**config.mk**
```make
export PLATFORM = sky130hd
export DESIGN_NAME = switch_debouncer_flat
export DESIGN_NICKNAME = d
export VERILOG_FILES = /design/src/rtl/switch_debouncer_if.sv /design/src/rtl/switch_debouncer.sv /design/src/flat_wrapper.sv
export SDC_FILE = /design/constraint.sdc
export NUM_CORES = 1
export LEC_CHECK = 0
export CAP_MARGIN = 40
export CORE_UTILIZATION = 65
export CTS_CLUSTER_SIZE = 40
export DETAILED_ROUTE_END_ITERATION = 7
export DONT_BUFFER_PORTS = 1
export PLACE_DENSITY = 0.85
export SETUP_SLACK_MARGIN = 0.4
export SYNTH_ARGS = -nofsm -noshare
export SYNTH_HDL_FRONTEND = slang
export SYNTH_SLANG_ARGS = --single-unit
```
**constraint.sdc**
```tcl
create_clock -name clk -period 4.3 [get_ports clk]
set_input_delay 0.86 -clock clk [delete_from_list [all_inputs] [get_ports clk]]
set_output_delay 0.86 -clock clk [all_outputs]
set_load 0.02 [all_outputs]
```
**src/rtl/switch_debouncer_if.sv**
```systemverilog
// Signal bundle between the board switch inputs and the debounced switch register.
// The debouncer is the slave; the switch register / board side is the master.
interface switch_debouncer_if;
  logic [63:0] dip_raw;
  logic [7:0]  key_raw;
  logic        irq_ack;
  logic [63:0] dip_stable;
  logic [7:0]  key_stable;
  logic [7:0]  key_press;
  logic        irq;

  modport master (
    output dip_raw, key_raw, irq_ack,
    input  dip_stable, key_stable, key_press, irq
  );

  modport slave (
    input  dip_raw, key_raw, irq_ack,
    output dip_stable, key_stable, key_press, irq
  );
endinterface

```
**src/rtl/switch_debouncer.sv**
```systemverilog
// Debounces 8 active-low DIP switch bytes plus 8 push buttons as 9 independent groups.
// Raises key_press on accepted presses and a sticky irq whenever any debounced group changes.
module switch_debouncer #(
  parameter int STABLE_CYCLES = 500000
) (
  input logic               clk,
  input logic               reset,
  switch_debouncer_if.slave bus
);

  localparam int          NUM_GROUPS = 9;
  localparam logic [19:0] LAST_COUNT = 20'(STABLE_CYCLES - 1);

  logic [NUM_GROUPS-1:0][7:0]  raw_grp;
  logic [NUM_GROUPS-1:0][7:0]  sync1;
  logic [NUM_GROUPS-1:0][7:0]  sync2;
  logic [NUM_GROUPS-1:0][7:0]  candidate;
  logic [NUM_GROUPS-1:0][7:0]  stable;
  logic [NUM_GROUPS-1:0][7:0]  stable_q;
  logic [NUM_GROUPS-1:0][19:0] count;
  logic [7:0]                  key_press;
  logic                        irq;

  // Group 8 is the key byte, groups 0..7 are the DIP bytes.
  assign raw_grp = {bus.key_raw, bus.dip_raw};

  // Each group's candidate must stay unchanged for STABLE_CYCLES samples before it is
  // copied to stable; any difference restarts only that group's counter.
  always_ff @(posedge clk or negedge reset) begin
    if (!reset) begin
      sync1     <= '1;
      sync2     <= '1;
      candidate <= '1;
      stable    <= '1;
      count     <= '0;
    end else begin
      sync1 <= raw_grp;
      sync2 <= sync1;
      for (int g = 0; g < NUM_GROUPS; g++) begin
        if (sync2[g] != candidate[g]) begin
          candidate[g] <= sync2[g];
          count[g]     <= '0;
        end else if (count[g] < LAST_COUNT) begin
          count[g] <= count[g] + 20'd1;
        end else begin
          stable[g] <= candidate[g];
        end
      end
    end
  end

  // Change detection runs one cycle behind stable, so a saturated reload with the same
  // value produces no event; a set on the same edge as an ack keeps irq high.
  always_ff @(posedge clk or negedge reset) begin
    if (!reset) begin
      stable_q  <= '1;
      key_press <= '0;
      irq       <= 1'b0;
    end else begin
      stable_q  <= stable;
      key_press <= stable_q[8] & ~stable[8];
      irq       <= (stable != stable_q) | (irq & ~bus.irq_ack);
    end
  end

  assign bus.dip_stable = stable[7:0];
  assign bus.key_stable = stable[8];
  assign bus.key_press  = key_press;
  assign bus.irq        = irq;

endmodule

```
**src/flat_wrapper.sv**
```systemverilog
// flat-port wrapper written by rule: the top's interface ports become plain ports
module switch_debouncer_flat 
#(
  parameter int STABLE_CYCLES = 500000
)
  (clk, reset, bus_dip_raw, bus_key_raw, bus_irq_ack, bus_dip_stable, bus_key_stable, bus_key_press, bus_irq);
  switch_debouncer_if bus_i ();
  input logic clk;
  input logic reset;
  input wire logic [$bits(bus_i.dip_raw)-1:0] bus_dip_raw;
  input wire logic [$bits(bus_i.key_raw)-1:0] bus_key_raw;
  input wire logic [$bits(bus_i.irq_ack)-1:0] bus_irq_ack;
  output wire logic [$bits(bus_i.dip_stable)-1:0] bus_dip_stable;
  output wire logic [$bits(bus_i.key_stable)-1:0] bus_key_stable;
  output wire logic [$bits(bus_i.key_press)-1:0] bus_key_press;
  output wire logic [$bits(bus_i.irq)-1:0] bus_irq;
  assign bus_i.dip_raw = bus_dip_raw;
  assign bus_i.key_raw = bus_key_raw;
  assign bus_i.irq_ack = bus_irq_ack;
  assign bus_dip_stable = bus_i.dip_stable;
  assign bus_key_stable = bus_i.key_stable;
  assign bus_key_press = bus_i.key_press;
  assign bus_irq = bus_i.irq;
  switch_debouncer #(.STABLE_CYCLES(STABLE_CYCLES)) u_core (.clk(clk), .reset(reset), .bus(bus_i));
endmodule
```
==> results.md <==
* Core Area at 33,400 um^2
* Fin cells at 2,230
* Most frequent cells in the layout: 360 x dfstp_2, 189 x dfrtp_1, 117 x xnor2_1, 116 x a21oi_1, 89 x nor2_1
* Final hold viol count at 0
* Number of cells upsized or downsized after cts at 0
* Die area at between 30,000 and 40,000 um^2
* Max_slew headroom at a little under two fifths
* Flip-flop and latch count after synthesis at between 500 and 600
* Tot GR Track Use at roughly a quarter
* Layout overhead on the synthesized area at 9.24%
* Final setup violation count at 0
* Max cap viols at 0
* Tightest Hold Check Type: input pin to async pin
* IO Port Bufs at 0
* Reg power frac at 53.0%
* Clock skew at between 0.02 and 0.03 ns
* Die Ht at approximately 190 um
* Mapped Cells at ~1,800
* Global-route wire length before repair at approximately 72,000 um
* Num CTS Buffers at 54
* Initial Util at 66.0%
* Fin util at between 70 and 80%
* Critical path fanouts, max at 17
* Req. time, crit path at slightly below 5 ns
* Unrepaired setup endpoints after global routing: no
* Sw Share at approximately a fifth
* LEAKAGE at roughly 9.2 nW
* Dpl cells at 2,123
* Worst-Skew Late Latency at 0.59 ns
* GR peak layer: met2
* Row count at 67
* CTS tree: built
* Power share of the clock group at between 40% and 50%
* Highest Clock Rate at roughly 340 MHz
* Pint at roughly 8 mW
* Root Buffer: clkbuf_16
* Final Critical Period at 2.96 ns
* Initial antenna violation count at 1
* Comb power frac at between 1 and 1.5%
* Distinct cells, synth at 59
* Largest net degree at the start of global routing at 550
* Run status: finished clean
* Met1 Resource Use GR at 34.5%
* Avg Cell Area, Syn at approximately 12 um^2
* GR met2 Demand/Resource at 43.1%
* Share of the synthesized area in the top cell type at a little over two fifths
* Startpoint Class: register
* P per Cell Area at about 420 nW/um^2
* Clk buf depth at 3
* Top-Level Pins at between 150 and 200
* P_sw at about 2.1 mW
* Pre-Repair DR Iteration Count at 5
* CP endpoint kind: register
* H-tree Lvls at 2
* Area contributors post-synth: dfstp_2 43%, dfrtp_1 21%, xnor2_1 4.6%
* Mapped Area at about 22,000 um^2
* Die X at 186 um
* Setup CP Type: register to register
* Arr. time, crit path at ~3.5 ns
* Antenna violation net count after detailed routing at 0
* Slew Limit Fails at 0
* Worst slew pin tran at about 0.94 ns
* Via Count at 13,700
* Hpwl dp at between 20,000 and 30,000 um
* Largest area contributor in the netlist: dfstp_2
* Most common cell after layout, fill and taps aside: dfstp_2
* CTS Sinks at around 550
* Ys async rst share at 100%
* Max VDD drop at ~0.36 mV
* Sequential share of the synthesized area at 64.2%
* Ys flop type: dfstp_2
* Residual DRC at 0
* EDFF count, synth at 0
* Avg Vias per Cell at approximately 6.2
* Final Cycle Share at 68.8%
* Final net count at 1,828
* GP Congestion at around 0.84
* Remaining Overflow, GRT at 0
* Clock slew at reported path FFs at roughly 0.060 ns
* Final wirelength at 44,700 um
* Setup WS post-layout at 1.34 ns
* Post-Syn Nets at 1,879
* Post-CTS setup buffer count at 0
* Vias in the first global route at between 10,000 and 15,000
* Setup WS pre-CTS at around 1.5 ns
* TNS Setup at 0 ns
* Met3 usage at under 10%
* First DRT Iteration DRCs at about 1,000
* Fraction of layout cells with a size suffix above 1 at between 30 and 40%
* Drt wl/cell at ~20 um
* Yosys Warn Count at 0
==> worst max-delay path: stages, from the launching register on <==
cell and delay, ns:
dfrtp_1 0.41, ha_1 0.21, and4_1 0.25, o41ai_1 0.11, a311oi_2 0.79, buf_4 0.33
and2_1 0.39, mux2_2 0.39
==> metal layers <==
layer  vias to the layer above  wire [um]
met1                      6997      18800
met2                       439      22100
met5                         -          0
met3                        98       2540
met4                         0       1340
li1                       6203          -
==> through the flow <==
step / total power [mW] / instance area [um^2] / hold WS [ns]
3_5_place_dp: 5.59 / 22200 / 0.347
6_report: 10.2 / 24100 / 0.0624
2_1_floorplan: 5.57 / 22100 / 0.345
5_1_grt: 10.6 / 24100 / 0.0598
3_3_place_gp: 5.58 / 22200 / 0.346
4_1_cts: 10.3 / 24100 / -0.0371
==> layout make-up <==
type | instances | area [um^2]
flip-flops and latches | 549 | 14200
multi-input cells | 1074 | 7290
clock buffers | 82 | 1620
diodes | 1 | 2.50
clock inverters | 19 | 184
well taps | 448 | 561
fillers | 2120 | 9310
repair buffers | 8 | 103
inverters | 49 | 184
==> registers in the layout (all words and copies together) (netlist names) <==
register	cells
u_core.bus.irq	1
u_core.bus.dip_stable	64
u_core.sync1	72
u_core.sync2	72
u_core.bus.key_stable	8
u_core.count	180
u_core.stable_q	72
u_core.bus.key_press	8
u_core.candidate	72
==> cell usage after synthesis (13+ instances only) <==
master,n
nor2_1,89
or2_2,18
nand3_1,56
mux2_2,72
o21ai_0,76
and2_1,13
inv_1,49
xnor2_1,117
ha_1,17
or4_1,40
o31ai_1,26
clkbuf_1,109
nand2_1,66
nor3_1,17
nor4_1,16
xor2_1,55
or3_1,79
dfstp_2,360
and4_1,22
dfrtp_1,189
a21oi_1,116
nand4_1,58
==> logic make-up (layout without fill, tap and decap cells) <==
group | Yosys count | count (layout) | share of synthesized area, %
AO/OA/AOI/OAI | 304 | 304 | 8.53
XOR/XNOR | 172 | 172 | 6.82
adder cells (fa/ha/maj) | 17 | 17 | 0.963
buffers and inverters | 164 | 158 | 2.80
flip-flops | 549 | 549 | 64.2
multiplexers | 79 | 79 | 3.99
other | 0 | 1 | 0
AND/OR/NAND/NOR | 502 | 502 | 12.7
==> power groups by stage <==
stage / Clock [mW] / Sequential (mW) / Combinational, mW
after floorplan: 0 / 5.49 / 0.0845
after global placement: 0 / 5.50 / 0.0740
after detailed placement: 0 / 5.51 / 0.0767
after CTS: 4.79 / 5.43 / 0.0785
after global routing: 5.00 / 5.44 / 0.132
final: 4.69 / 5.43 / 0.117
==> final timing paths <==
| path | start | end | slack (ns) | cells after the start |
|---|---|---|---|---|
| setup / recovery | u_core.count[0]$_DFFE_PN0P_ | u_core.bus.dip_stable[1]$_DFFE_PN1P_ | 1.34 | 7 |
| hold / removal | reset | u_core.count[130]$_DFFE_PN0P_ | 0.06 | 0 |
| setup reg to reg | u_core.count[0]$_DFFE_PN0P_ | u_core.bus.dip_stable[1]$_DFFE_PN1P_ | 1.34 | 7 |
| hold reg to reg | u_core.sync1[8]$_DFF_PN1_ | u_core.sync2[8]$_DFF_PN1_ | 0.34 | 0 |
| max in group asynchronous | reset | u_core.bus.irq$_DFF_PN0_ | 2.95 | 1 |
| min in group clk | bus_dip_raw[14] | u_core.sync1[14]$_DFF_PN1_ | 0.26 | 0 |
Power figures use the tool's default switching activity.
